## config.mk

```make
export PLATFORM = sky130hd
export DESIGN_NAME = mccpu_ctrl
export DESIGN_NICKNAME = d
export VERILOG_FILES = /design/src/rtl/mccpu_ctrl.sv
export SDC_FILE = /design/constraint.sdc
export NUM_CORES = 1
export LEC_CHECK = 0
export CAP_MARGIN = 0
export CORE_MARGIN = 3
export CORE_UTILIZATION = 50
export CTS_CLUSTER_DIAMETER = 80
export DETAILED_ROUTE_END_ITERATION = 7
export HOLD_SLACK_MARGIN = 0.06
export PLACE_DENSITY = 0.95
export SETUP_SLACK_MARGIN = 0.1
export SYNTH_ARGS = -nofsm -noshare
export SYNTH_HDL_FRONTEND = slang
export SYNTH_SLANG_ARGS = --single-unit
```

## constraint.sdc

```tcl
create_clock -name clk -period 5.6 [get_ports clk]
set_input_delay 1.4 -clock clk [delete_from_list [all_inputs] [get_ports clk]]
set_output_delay 1.4 -clock clk [all_outputs]
set_load 0.01 [all_outputs]
```

## src/rtl/mccpu_ctrl.sv

```systemverilog
// mccpu_ctrl: multi-cycle MIPS control sequencer with memory handshake and traps.
// Define MCCPU_PERF_EN to add the cycle_cnt / instret_cnt performance counters.
module mccpu_ctrl #(
    parameter int ALUOP_W     = 4,
    parameter int MEM_TIMEOUT = 255
) (
    input  logic               clk,
    input  logic               rst,
    input  logic [5:0]         Op,
    input  logic [5:0]         Funct,
    input  logic               Zero,
    input  logic               mem_ready,
    output logic               mem_req,
    output logic               mem_ifetch,
    output logic [1:0]         MemWrite,
    output logic [2:0]         LAddr,
    output logic               IRWrite,
    output logic               PCWrite,
    output logic [1:0]         NPCOp,
    output logic               RegWrite,
    output logic [1:0]         GPRSel,
    output logic [1:0]         WDSel,
    output logic               EXTOp,
    output logic [1:0]         ALUSrc,
    output logic [ALUOP_W-1:0] ALUOp,
`ifdef MCCPU_PERF_EN
    output logic [31:0]        cycle_cnt,
    output logic [31:0]        instret_cnt,
`endif
    output logic [2:0]         state,
    output logic               trap,
    output logic [1:0]         trap_cause
);

    localparam logic [2:0] S_FETCH  = 3'd0;
    localparam logic [2:0] S_DECODE = 3'd1;
    localparam logic [2:0] S_EXEC   = 3'd2;
    localparam logic [2:0] S_MEM    = 3'd3;
    localparam logic [2:0] S_WB     = 3'd4;
    localparam logic [2:0] S_TRAP   = 3'd7;

    // Counter only has to hold MEM_TIMEOUT-1; the next wait cycle traps.
    localparam int CW = (MEM_TIMEOUT > 1) ? $clog2(MEM_TIMEOUT) : 1;

    logic               r_alu;
    logic               i_alu;
    logic               is_ld;
    logic               is_st;
    logic               is_br;
    logic               is_jr;
    logic               is_j;
    logic               is_jal;
    logic               is_lb;
    logic               is_sb;
    logic               is_bne;
    logic               legal;
    logic               taken;
    logic [ALUOP_W-1:0] aop;
    logic [1:0]         asrc;
    logic               ext;

    always_comb begin
        r_alu  = 1'b0;
        i_alu  = 1'b0;
        is_ld  = 1'b0;
        is_st  = 1'b0;
        is_br  = 1'b0;
        is_jr  = 1'b0;
        is_j   = 1'b0;
        is_jal = 1'b0;
        is_lb  = 1'b0;
        is_sb  = 1'b0;
        is_bne = 1'b0;
        aop    = '0;
        asrc   = 2'd0;
        ext    = 1'b0;
        case (Op)
            6'h00: begin
                case (Funct)
                    6'h20: begin
                        r_alu = 1'b1;
                        aop   = ALUOP_W'(1);
                    end
                    6'h22: begin
                        r_alu = 1'b1;
                        aop   = ALUOP_W'(2);
                    end
                    6'h24: begin
                        r_alu = 1'b1;
                        aop   = ALUOP_W'(3);
                    end
                    6'h25: begin
                        r_alu = 1'b1;
                        aop   = ALUOP_W'(4);
                    end
                    6'h2A: begin
                        r_alu = 1'b1;
                        aop   = ALUOP_W'(5);
                    end
                    6'h00: begin
                        r_alu = 1'b1;
                        aop   = ALUOP_W'(6);
                        asrc  = 2'd2;
                    end
                    6'h02: begin
                        r_alu = 1'b1;
                        aop   = ALUOP_W'(7);
                        asrc  = 2'd2;
                    end
                    6'h08: is_jr = 1'b1;
                    default: ;
                endcase
            end
            6'h08: begin
                i_alu = 1'b1;
                aop   = ALUOP_W'(1);
                asrc  = 2'd1;
                ext   = 1'b1;
            end
            6'h0D: begin
                i_alu = 1'b1;
                aop   = ALUOP_W'(4);
                asrc  = 2'd1;
            end
            6'h0F: begin
                i_alu = 1'b1;
                aop   = ALUOP_W'(8);
                asrc  = 2'd1;
            end
            6'h23, 6'h20: begin
                is_ld = 1'b1;
                is_lb = (Op == 6'h20);
                aop   = ALUOP_W'(1);
                asrc  = 2'd1;
                ext   = 1'b1;
            end
            6'h2B, 6'h28: begin
                is_st = 1'b1;
                is_sb = (Op == 6'h28);
                aop   = ALUOP_W'(1);
                asrc  = 2'd1;
                ext   = 1'b1;
            end
            6'h04, 6'h05: begin
                is_br  = 1'b1;
                is_bne = (Op == 6'h05);
                aop    = ALUOP_W'(2);
                ext    = 1'b1;
            end
            6'h02: is_j = 1'b1;
            6'h03: is_jal = 1'b1;
            default: ;
        endcase
    end

    assign legal = r_alu | i_alu | is_ld | is_st | is_br | is_jr | is_j | is_jal;
    assign taken = is_bne ? !Zero : Zero;

    logic [CW-1:0] wait_cnt;
    logic [2:0]    nxt;
    logic          waiting;
    logic          timeout;
    logic          req;
    logic          ir_wr;
    logic          pc_wr;
    logic          rf_wr;
    logic [1:0]    mw;

    assign waiting = ((state == S_FETCH) || (state == S_MEM)) && !mem_ready;
    assign timeout = (MEM_TIMEOUT != 0) && waiting &&
                     (wait_cnt == CW'(MEM_TIMEOUT - 1));

    always_comb begin
        nxt        = state;
        req        = 1'b0;
        ir_wr      = 1'b0;
        pc_wr      = 1'b0;
        rf_wr      = 1'b0;
        mw         = 2'b00;
        mem_ifetch = 1'b0;
        LAddr      = 3'b000;
        NPCOp      = 2'd0;
        GPRSel     = 2'd0;
        WDSel      = 2'd0;
        EXTOp      = 1'b0;
        ALUSrc     = 2'd0;
        ALUOp      = '0;
        unique case (state)
            S_FETCH: begin
                req        = 1'b1;
                mem_ifetch = 1'b1;
                if (mem_ready) begin
                    ir_wr = 1'b1;
                    nxt   = S_DECODE;
                end else if (timeout) begin
                    nxt = S_TRAP;
                end
            end
            S_DECODE: begin
                if (!legal) begin
                    nxt = S_TRAP;
                end else if (is_j || is_jal) begin
                    pc_wr  = 1'b1;
                    NPCOp  = 2'd2;
                    rf_wr  = is_jal;
                    GPRSel = 2'd2;
                    WDSel  = 2'd2;
                    nxt    = S_FETCH;
                end else begin
                    nxt = S_EXEC;
                end
            end
            S_EXEC: begin
                EXTOp  = ext;
                ALUSrc = asrc;
                ALUOp  = aop;
                if (is_br) begin
                    pc_wr = 1'b1;
                    NPCOp = taken ? 2'd1 : 2'd0;
                    nxt   = S_FETCH;
                end else if (is_jr) begin
                    pc_wr = 1'b1;
                    NPCOp = 2'd3;
                    nxt   = S_FETCH;
                end else if (is_ld || is_st) begin
                    nxt = S_MEM;
                end else begin
                    nxt = S_WB;
                end
            end
            S_MEM: begin
                req    = 1'b1;
                EXTOp  = ext;
                ALUSrc = asrc;
                ALUOp  = aop;
                mw     = is_st ? (is_sb ? 2'b10 : 2'b01) : 2'b00;
                LAddr  = is_lb ? 3'b001 : 3'b000;
                if (mem_ready) begin
                    if (is_st) begin
                        pc_wr = 1'b1;
                        nxt   = S_FETCH;
                    end else begin
                        nxt = S_WB;
                    end
                end else if (timeout) begin
                    nxt = S_TRAP;
                end
            end
            S_WB: begin
                EXTOp  = ext;
                ALUSrc = asrc;
                ALUOp  = aop;
                rf_wr  = 1'b1;
                pc_wr  = 1'b1;
                GPRSel = r_alu ? 2'd0 : 2'd1;
                WDSel  = is_ld ? 2'd1 : 2'd0;
                nxt    = S_FETCH;
            end
            S_TRAP: ;
            default: nxt = S_FETCH;
        endcase
    end

    // Strobes are forced low combinationally so reset takes effect mid-cycle.
    assign mem_req  = req & rst;
    assign IRWrite  = ir_wr & rst;
    assign PCWrite  = pc_wr & rst;
    assign RegWrite = rf_wr & rst;
    assign MemWrite = mw & {2{rst}};

    always_ff @(posedge clk or negedge rst) begin
        if (!rst) begin
            state      <= S_FETCH;
            wait_cnt   <= '0;
            trap       <= 1'b0;
            trap_cause <= 2'b00;
        end else begin
            state <= nxt;
            if (nxt != state)
                wait_cnt <= '0;
            else if (waiting)
                wait_cnt <= wait_cnt + 1'b1;
            if ((state != S_TRAP) && (nxt == S_TRAP)) begin
                trap       <= 1'b1;
                trap_cause <= (state == S_DECODE) ? 2'b01 : 2'b10;
            end
        end
    end

`ifdef MCCPU_PERF_EN
    always_ff @(posedge clk or negedge rst) begin
        if (!rst) begin
            cycle_cnt   <= '0;
            instret_cnt <= '0;
        end else if (state != S_TRAP) begin
            cycle_cnt <= cycle_cnt + 32'd1;
            if (pc_wr)
                instret_cnt <= instret_cnt + 32'd1;
        end
    end
`endif

endmodule

```

# ---- Word level (Yosys, flattened, before mapping)
# Index checks and enable logic that the tools add are counted.
dict set report classes {
  addsub 1
  multipliers 0
  n_div 0
  order_cmp 0
  n_eq_ne 27
  shifts 0
  n_mux 64
  bitwise_logic 12
  n_reduce_logical 23
}
# operator n
set ops {}
lappend ops {{6-bit equality test, second input constant} 9}
lappend ops {{1-bit two-way mux} 33}
lappend ops {{6-bit by 4-bit equality test with 1-bit output, second input constant} 4}
lappend ops {{3-bit two-way mux} 8}
lappend ops {{2-bit two-way mux} 11}
lappend ops {{3-bit one-hot mux with 7 select lines} 1}
lappend ops {{7-bit OR reduction} 3}
lappend ops {{4-bit one-hot mux with 5 select lines} 1}
lappend ops {{6-bit by 2-bit equality test with 1-bit output, second input constant} 3}
lappend ops {{8-bit two-way mux} 2}
lappend ops {{2-bit one-hot mux with 2 select lines} 4}
lappend ops {{3-bit one-hot mux with 5 select lines} 1}
lappend ops {{6-bit by 3-bit equality test with 1-bit output, second input constant} 2}
lappend ops {{6-bit zero test} 2}
lappend ops {{2-bit OR reduction} 5}
lappend ops {{3-bit equality test, second input constant} 3}
lappend ops {{8-bit by 1-bit adder with 8-bit output, second input constant} 1}
lappend ops {{8-bit equality test, second input constant} 1}
lappend ops {{1-bit bitwise OR} 7}
lappend ops {{3-bit by 2-bit equality test with 1-bit output, second input constant} 2}
lappend ops {{3-bit OR reduction} 2}
lappend ops {{5-bit OR reduction} 1}
lappend ops {{1-bit AND} 4}
lappend ops {{4-bit two-way mux} 1}
lappend ops {{other kinds (11)} 16}
dict set report word_totals {
  ff_bits 14
  latch_bits 0
  ramBits 0
  romBits 0
  in_bits 16
  out_inout_bits 29
  wordCells 131
  memories 0
}

# ---- Logic depth before layout (Yosys ltp)
# Gate-level depths: netlist of run 1.
dict set report logic_depth {
  depth_word 15
  mapped_depth 9
  ltp_nobuf 9
}

# ---- Least setup slack after synthesis of run 1
# OpenSTA, ideal clock, no wires.
dict set report synth_timing {
  path_type {input to output}
  from {input Op[1]}
  to {output PCWrite}
  arrival_ns 3.000
  required_time_ns 4.200
  slack_ns 1.200
  stages 8
  path_buffers 1
  path_cell_list {buf_6 or3_4 or3_1 o31a_1 nor2_1 a21oi_1 o21ai_1 and2_1}
}
dict set report synth_between {
  elab_chain_len 13
  word_cells_on_any_way 40
  classes_between {11 x eq/ne; 15 x mux; 8 x bitwise; 6 x reduce/logical}
}
# item line
set synth_lines {}
lappend synth_lines {{start, declared} 9} ;# input logic [5:0] Op,
lappend synth_lines {{6-bit by 4-bit equality test with 1-bit output} 77} ;# case (Op)
lappend synth_lines {{3-bit OR reduction (no source line)} n/a}
lappend synth_lines {{1-bit two-way mux} 77}
lappend synth_lines {{1-bit bitwise OR (7 in series)} 156} ;# assign legal = r_alu | i_alu | is_ld | is_st | is_br | is_jr | is_j | is_jal;
lappend synth_lines {{1-bit two-way mux} 200} ;# if (!legal) begin
lappend synth_lines {{1-bit one-hot mux with 4 select lines *} 188} ;# unique case (state)
lappend synth_lines {{1-bit AND *} 267} ;# assign PCWrite = pc_wr & rst;
lappend synth_lines {{end, declared} 18} ;# output logic PCWrite,
# Every way passes the cells marked *; elsewhere a longest branch is shown, timed or not.

# ---- Worst setup path after layout of run 1
dict set report layout_timing {
  from {input Op[0]}
  to {output PCWrite}
}
# Same word-level chain as after synthesis.

==> flow_summary.yaml, run 1 <==
grt:
  grt_pass1_wl_mm: 6.09
  grt_use_total_pct: 22.0
  grt_max_degree: 21
  gr-total-overflow: 0
  grt_pass1_vias: 1299
  antenna_found_initial: 0
clocking:
  cts_max_path_buffers: 2
  holdBufCountCts: 0
  cts_max_level: 1
  root_buffer: "clkbuf_4"
  tritoncts: "built"
  cts.repair.resized: 0
  numCtsBuffers: 3
  clk_latency_ns: 0.28
  cts_setup_buffers: 0
  path_clk_slew_ns: 0.08
  clkSinkCount: 14
yosys:
  syn_inst: 192
  yosysTopAreaCell: "dfrtp_1"
  synth_area_um2: 1460
  ys_types: 52
  yosysTopAreaCellShare_pct: 24.0
  ys_seq_area_share_pct: 24.0
  yosysWarnings: 0
  synth_ff_type: "dfrtp_1"
  yosysMostFrequentCell: "nand2_1"
  synth_seq_cells: 14
  synth_edf_count: 0
  synth-async-reset-ratio_pct: 100
  syn-mean-instance-area_um2: 7.61
  synth.area.top_cells: "dfrtp_1 24%, nor3_2 6.2%, nand2_1 5.1%, xnor2_1 4.8%, nor2_1 4.4%"
  synth_commonest_cells: "20 x nand2_1, 17 x nor2_1, 14 x dfrtp_1"
floorplan:
  fp.dieH_um: 60.1
  die_x_um: 60.1
  dieArea_um2: 3610
  row_count: 18
  ios: 45
  core_area_um2: 2640
  start_util_pct: 55.5
setup_path:
  cp_num_buf_inv: 2
  r2r_setup_slack_ns: 2.94
  end_kind: "output port"
  path_cells: "clkdlybuf4s50_1 > or3_4 > or3_1 > o31a_1 > nor2_1 > a21oi_1 > o21ai_1 > and2_1 > clkdlybuf4s50_1"
  required_ns: 4.20
  crit_fanout: 5
  slowest_delay_ns: 0.53
  crit_type: "in -> out"
  r2r_cells: 7
  path_delay_family: "simple AND/OR/NAND/NOR gates"
  critPathMostFrequentCell: "clkdlybuf4s50_1"
  crit_arrival_ns: 3.95
  cpMaxStageDelayCell: "clkdlybuf4s50_1"
  regToRegEndpoint: "wait_cnt[7]"
  rr_startpoint: "state[0]"
  critical_path_cell_count: 9
  start_kind: "primary input"
cells_and_area:
  final_layout_size_suffix_gt1_share_pct: 12.7
  area_growth_pct: 31.5
  fill_cells: 201
  n_antenna_cell: 0
  nets: 248
timing:
  final.min_clock_period_ns: 5.35
  slew_headroom_pct: 51.4
  fin_crit_sh_pct: 95.5
  skew_ns: 0.00173
  tightest_slew_ns: 0.719
  setup_viol: 0
  finalHoldViolCount: 0
  setup-tns-final_ns: 0
  hold_slack_ns: 0.499
  fmax_mhz: 187
  slew_violations: 0
  rsz0062_at_grt: "false"
placement:
  port_buffers: 42
  globalplace.congestion: 0.904
  hpwl_mm: 2.93
routing:
  wl_mm: 3.77
  wire_per_inst_um: 14.5
  dr.pass1.iters: 5
  vias: 1565
  postRouteAntennaNets: 0
  drc: 0
  drt_iter0_drc: 93
  vias_per_cell: 6.04
power_and_ir_drop:
  irDropWorstVdd_mv: 0.332
  p_leak_nw: 0.687
  p_per_area_nw_per_um2: 303
min_path:
  min_from: "trap"
  hold_end: "trap"
  whs_path_depth: 1
  hp-class: "reg -> reg"
run:
  drv_cap: 0
outcome:
  status: "complete, no violations"
metal layers:
| metal | global-route usage, % | routed length, um |
|---|---|---|
| met5 | 0 | 0 |
| met4 | 3.16 | 15 |
| met3 | 4.75 | 349 |
| met2 | 32.6 | 1630 |
| met1 | 33.3 | 1770 |
registers in the layout (all words and copies together), names as in the netlist:
name and cells:
state 3, trap 1, trap_cause 2, wait_cnt 8
final cells by class:
| type | instances | area (um^2) | share of cell area (%) |
|---|---|---|---|
| Tap cell | 30 | 37.5 | 1.95 |
| Inverter | 3 | 11.3 | 0.586 |
| Multi-Input combinational cell | 161 | 1030 | 53.5 |
| Timing Repair Buffer | 47 | 458 | 23.8 |
| Clock buffer | 4 | 36.3 | 1.89 |
| Sequential cell | 14 | 350 | 18.2 |
worst register-to-register path: stages, from the launching register on:
cell,delay [ns]
dfrtp_1,0.67
xor2_1,0.18
nor3_2,0.39
nand2_1,0.22
o211a_1,0.19
a31oi_1,0.56
o21ai_0,0.23
nor3_2,0.14
placed cells by master (no fill, tap or decap), types with 2 or more instances in the layout:
cell type and instances:
dfrtp_1 14, inv_1 3, nand3_1 9, xnor2_1 8, or3_1 2, a21oi_1 10, nand2b_1 4, nand4_1 5
nor3b_1 4, clkdlybuf4s50_1 42, or2_2 3, ha_1 2, a31oi_1 3, nand2_1 20, o21ai_0 5, nor2b_1 2
nor4_1 4, o21bai_1 4, buf_4 5, and2_1 3, o211a_1 2, nor3_1 11, nor3_2 9, o21ai_1 3
xor2_1 3, nand4b_1 2, conb_1 2, clkbuf_4 3, nor2_1 17, and3_1 2
worst max-delay path by stage:
stage	from	end	slack, ns
final	Op[0]	PCWrite	0.25
after global routing	Op[4]	PCWrite	0.14
after CTS	Op[0]	PCWrite	0.25
after detailed placement	Op[0]	PCWrite	0.26
after global placement	Op[0]	PCWrite	0.30
after floorplan	Op[1]	PCWrite	1.20
cell families after synthesis:
| group | Yosys count | share of synthesized area [%] |
|---|---|---|
| mux | 1 | 1.03 |
| other cells | 1 | 0.257 |
| fa+ha+maj | 2 | 1.71 |
| flops | 14 | 24.0 |
| simple gates | 104 | 41.0 |
| buf+inv | 18 | 5.91 |
| compound gates | 41 | 19.5 |
| xor+xnor | 11 | 6.59 |
per-stage QoR:
step	instance area, um^2	worst slack [ns]	utilization, %	cells	total power (W)
6_report	1920	0.249	72.9	259	0.000582
5_1_grt	1920	0.144	72.9	259	0.000630
4_1_cts	1920	0.248	72.9	259	0.000581
3_5_place_dp	1890	0.260	71.6	255	0.000507
3_3_place_gp	1890	0.299	71.6	255	0.000507
2_1_floorplan	1470	1.20	-	193	0.000396
where the power goes:
part	switching [W]	internal (W)	total [W]
registers	0.0000507	0.000115	0.000166
clock network	0.0000320	0.0000395	0.0000715
logic	0.000195	0.000149	0.000344
total	0.000278	0.000304	0.000582
Power figures use the tool's default switching activity.
==> inputs of run 2 (changes only) <==
--- a/config.mk
+++ b/config.mk
@@ -13,5 +13,6 @@
 export HOLD_SLACK_MARGIN = 0.06
 export PLACE_DENSITY = 0.95
-export SETUP_SLACK_MARGIN = 0.1
+export SETUP_SLACK_MARGIN = 0.4
+export SLEW_MARGIN = 20
 export SYNTH_ARGS = -nofsm -noshare
 export SYNTH_HDL_FRONTEND = slang
==> constraint.sdc (replaced) <==
create_clock -name clk -period 5.6 [get_ports clk]
set_input_delay 1.4 -clock clk [delete_from_list [all_inputs] [get_ports clk]]
set_output_delay 1.4 -clock clk [all_outputs]
set_load 0.1 [all_outputs]
==> run 2 against run 1 <==
Effect of this change:
- maximum frequency grew 4.3%
- power grew 36%
- critical path depth is the same
- non-clock buffer count shrank 1
- die area is the same
- critical endpoint unchanged
- largest power group unchanged
==> flow_summary.yaml, run 2 (same netlist as run 1, synthesis figures left out) <==
outcome:
  status: "complete, no violations"
timing:
  fin_crit_sh_pct: 91.6
  final.min_clock_period_ns: 5.13
  fmax_mhz: 195
  tightest_slew_ns: 0.985
  finalHoldViolCount: 0
  slew_violations: 0
  rsz0062_at_grt: "false"
  slew_headroom_pct: 34.1
  skew_ns: 0.00853
  setup_viol: 0
  layout_setup_ws_ns: 0.468
cells_and_area:
  reg.largest.list: "wait_cnt x8, state x3, trap_cause x2"
  final_common_cell: "clkdlybuf4s50_1"
  area_growth_pct: 37.5
  final_layout_size_suffix_gt1_share_pct: 24.1
  final_cell_mix: "21 x clkdlybuf4s50_1, 20 x nand2_1, 16 x nor2_1, 16 x buf_4, 14 x dfrtp_1"
  n_antenna_cell: 0
  largest_register_ffs: 8
  fin_util_pct: 76.3
  top_register: "wait_cnt"
  nets: 247
routing:
  wl_met1_mm: 1.74
  wire_per_inst_um: 16.1
  dr.pass1.iters: 4
  routed.top_layer: "met4"
  drt_iter0_drc: 111
  met2_length_mm: 1.99
  postRouteAntennaNets: 0
  drc: 0
  wl_met3_um: 365
  vias_per_cell: 6.29
  vias: 1624
  wl_mm: 4.15
floorplan:
  row_count: 18
  fp.dieH_um: 60.1
  start_util_pct: 55.5
  die_x_um: 60.1
  core_area_um2: 2640
  dieArea_um2: 3610
  ios: 45
power_and_ir_drop:
  total_power_w: 0.000792
  irDropWorstVdd_mv: 0.567
  power.share.switching_pct: 61.6
  switchingPower_w: 0.000487
  p_per_area_nw_per_um2: 394
  power_frac_seq_pct: 21.5
  power.share.clock_pct: 9.0
  p_int_w: 0.000304
  power_frac_comb_pct: 69.5
  p_leak_nw: 0.762
clocking:
  root_buffer: "clkbuf_4"
  tritoncts: "built"
  numCtsBuffers: 3
  cts_max_level: 1
  clk_latency_ns: 0.28
  clkSinkCount: 14
  cts_setup_buffers: 0
  cts_max_path_buffers: 2
  path_clk_slew_ns: 0.07
setup_path:
  crit_arrival_ns: 3.73
  rr_startpoint: "state[0]"
  end_kind: "output port"
  crit_fanout: 6
  crit_type: "in -> out"
  required_ns: 4.20
  start_kind: "primary input"
  critical_path.startpoint: "Op[4]"
grt:
  grt_max_degree: 21
  grt_pass1_vias: 1484
  grt_pass1_wl_mm: 6.84
  antenna_found_initial: 0
  grt_use_total_pct: 24.8
  gr-total-overflow: 0
min_path:
  hp-class: "reg -> reg"
  min_from: "trap_cause[0]"
placement:
  hpwl_mm: 3.26
  port_buffers: 42
  globalplace.congestion: 0.865
  pre_cts_slack_ns: 0.401
run:
  drv_cap: 0
run 2: timing repair:
action / 4_1_cts / 5_1_grt
resized for setup: 0 / 1
hold buffers: 0 / 0
endpoints found under the setup margin: 0 / 1
run 2: cell type report:
class | instances | area (um^2)
Tap cell | 30 | 37.5
Multi-Input combinational cell | 161 | 1070
Timing Repair Buffer | 46 | 503
Inverter | 3 | 11.3
Sequential cell | 14 | 350
Fill cell | 182 | 626
Clock buffer | 4 | 36.3
run 2: metrics by stage:
| step | hold WS (ns) | area (um^2) | TNS (ns) | std cells |
|---|---|---|---|---|
| finish | 0.484 | 2010 | 0 | 258 |
| global placement | 0.467 | 1970 | 0 | 254 |
| floorplan | 0.545 | 1510 | -0.0542 | 193 |
| global route | 0.519 | 2010 | 0 | 258 |
| CTS | 0.493 | 2010 | 0 | 258 |
| detailed placement | 0.476 | 1970 | 0 | 254 |
run 2: worst max-delay path, stage by stage:
cell	delay, ns
clkdlybuf4s50_1	0.51
or2_2	0.39
or3_1	0.36
o31a_1	0.33
nor2_1	0.16
a21oi_1	0.06
o21ai_1	0.14
and2_1	0.19
buf_12	0.18
run 2: power groups by stage:
stage	Combinational, W	Sequential, W	Clock [W]
2_1_floorplan	0.000394	0.000197	0
3_3_place_gp	0.000535	0.000168	0
3_5_place_dp	0.000546	0.000170	0
4_1_cts	0.000549	0.000168	0.0000728
5_1_grt	0.000579	0.000176	0.0000768
6_report	0.000550	0.000170	0.0000715
run 2: layer usage:
metal,vias to the layer above,global-route usage (%)
met2,87,39.2
met5,-,0
li1,767,-
met1,760,34.7
met3,10,6.05
met4,0,4.11
run 2: final timing paths:
check                           endpoint  slack (ns)  cells past startpoint
setup / recovery                 PCWrite        0.47                      9
hold / removal             trap_cause[0]        0.48                      1
setup reg to reg             wait_cnt[7]        2.91                      7
hold reg to reg            trap_cause[0]        0.48                      1
max in group asynchronous    wait_cnt[3]        3.71                      2
min in group asynchronous    wait_cnt[4]        1.43                      1
==> inputs of run 3 (changes only) <==
CELL_PAD_IN_SITES_DETAIL_PLACEMENT = 1   (was default)
CELL_PAD_IN_SITES_GLOBAL_PLACEMENT = 1   (was default)
CORE_UTILIZATION = 36   (was 50)
==> run 3 against run 2 <==
Effect of this change:
- sequential power hardly changed
- largest power group unchanged
- worst setup slack improved by 0.022 ns
- power is 5.0% higher
- largest cell class unchanged
- sequential share of layout area is 0.35 points lower
==> flow_summary.yaml, run 3 (same netlist as run 1, synthesis figures left out) <==
setup_path:
  cp_num_buf_inv: 2
  regToRegEndpoint: "wait_cnt[7]"
  crit_fanout: 5
  r2r_cells: 7
  end_kind: "output port"
  crit_arrival_ns: 3.71
  cpMaxStageDelayCell: "clkdlybuf4s50_1"
  path_cells: "clkdlybuf4s50_1 > or3_4 > or3_1 > o31a_1 > nor2_1 > a21oi_1 > o21ai_1 > and2_1 > buf_12"
  path_delay_family: "simple AND/OR/NAND/NOR gates"
  r2r_setup_slack_ns: 2.78
  required_ns: 4.20
  start_kind: "primary input"
  slowest_delay_ns: 0.43
  crit_type: "in -> out"
  rr_startpoint: "state[0]"
timing:
  slew_violations: 0
  slew_headroom_pct: 34.8
  layout_setup_ws_ns: 0.490
  fmax_mhz: 196
  setup_viol: 0
  tightest_slew_ns: 0.974
  skew_ns: 0.00393
  setup-tns-final_ns: 0
  rsz0062_at_grt: "false"
  final.min_clock_period_ns: 5.11
  finalHoldViolCount: 0
  fin_crit_sh_pct: 91.2
routing:
  vias_per_cell: 5.76
  vias: 1591
  wl_mm: 4.92
  wire_per_inst_um: 17.8
  drt_iter0_drc: 93
  postRouteAntennaNets: 0
  drc: 0
  dr.pass1.iters: 4
floorplan:
  ios: 45
  core_area_um2: 3800
  dieArea_um2: 4860
  die_x_um: 69.7
  start_util_pct: 38.5
  fp.dieH_um: 69.7
  row_count: 22
placement:
  placed_cell_area_um2: 1990
  pre_cts_slack_ns: 0.438
  hpwl_mm: 3.93
  placed_cells: 272
  port_buffers: 42
  globalplace.congestion: 0.824
clocking:
  cts_max_level: 1
  clk_latency_ns: 0.25
  path_clk_slew_ns: 0.06
  numCtsBuffers: 3
  tritoncts: "built"
  clkSinkCount: 14
  root_buffer: "clkbuf_8"
  cts.repair.resized: 0
  cts_setup_buffers: 0
  holdBufCountCts: 0
  cts_max_path_buffers: 2
cells_and_area:
  top_register: "wait_cnt"
  nets: 247
  final_cells: 276
  fin_util_pct: 54.0
  reg.largest.list: "wait_cnt x8, state x3, trap_cause x2"
  n_antenna_cell: 0
  final_common_cell: "clkdlybuf4s50_1"
  area_growth_pct: 40.3
  fin_area_um2: 2050
  largest_register_ffs: 8
  final_cell_mix: "21 x clkdlybuf4s50_1, 20 x nand2_1, 16 x nor2_1, 16 x buf_4, 14 x dfrtp_1"
  final_layout_size_suffix_gt1_share_pct: 24.1
min_path:
  hold_end: "trap_cause[0]"
  min_from: "trap_cause[0]"
  whs_path_depth: 1
  hp-class: "reg -> reg"
grt:
  grt_pass1_wl_mm: 8.20
  grt_pass1_vias: 1602
  grt_max_degree: 21
  grt_use_total_pct: 20.4
  gr-total-overflow: 0
  antenna_found_initial: 0
outcome:
  status: "complete, no violations"
power_and_ir_drop:
  p_per_area_nw_per_um2: 405
  p_leak_nw: 0.770
  irDropWorstVdd_mv: 0.365
run:
  drv_cap: 0
[run 3: cell count changes in the layout (fill, tap and decap cells not counted)]
cell      change
clkbuf_4      -3
clkbuf_8      +3
[run 3: worst max-delay path by stage]
stage	from	endpoint	slack (ns)	depth (start not counted)
floorplan	Op[3]	ALUOp[3]	-0.05	6
global placement	Op[5]	PCWrite	0.52	9
detailed placement	Op[5]	PCWrite	0.44	9
CTS	Op[5]	PCWrite	0.42	9
global route	Op[4]	PCWrite	0.40	9
finish	Op[0]	PCWrite	0.49	9
[run 3: per-layer routing]
layer  GRT usage (%)  routed length [um]  up-vias
met3            2.46                 171        6
li1                -                   -      767
met2            34.7                2430       42
met4            3.62                  64        0
met5               0                   0        -
met1            28.0                2250      776
[run 3: metrics by stage]
step / total power [W] / hold slack (ns)
floorplan: 0.000591 / 0.545
global placement: 0.000711 / 0.462
detailed placement: 0.000726 / 0.468
CTS: 0.000828 / 0.481
global route: 0.000879 / 0.497
finish: 0.000831 / 0.476
[run 3: cell type report]
cell class              count  area [um^2]
repair buffers             46          503
well taps                  48         60.1
multi-input cells         161         1070
inverters                   3         11.3
fillers                   469         1750
clock buffers               4         55.1
flip-flops and latches     14          350
[run 3: report_power, final]
part / internal [W] / leakage [nW] / switching (W)
clock network: 0.0000623 / 0.0288 / 0.0000378
logic: 0.000150 / 0.560 / 0.000409
registers: 0.000116 / 0.181 / 0.0000565
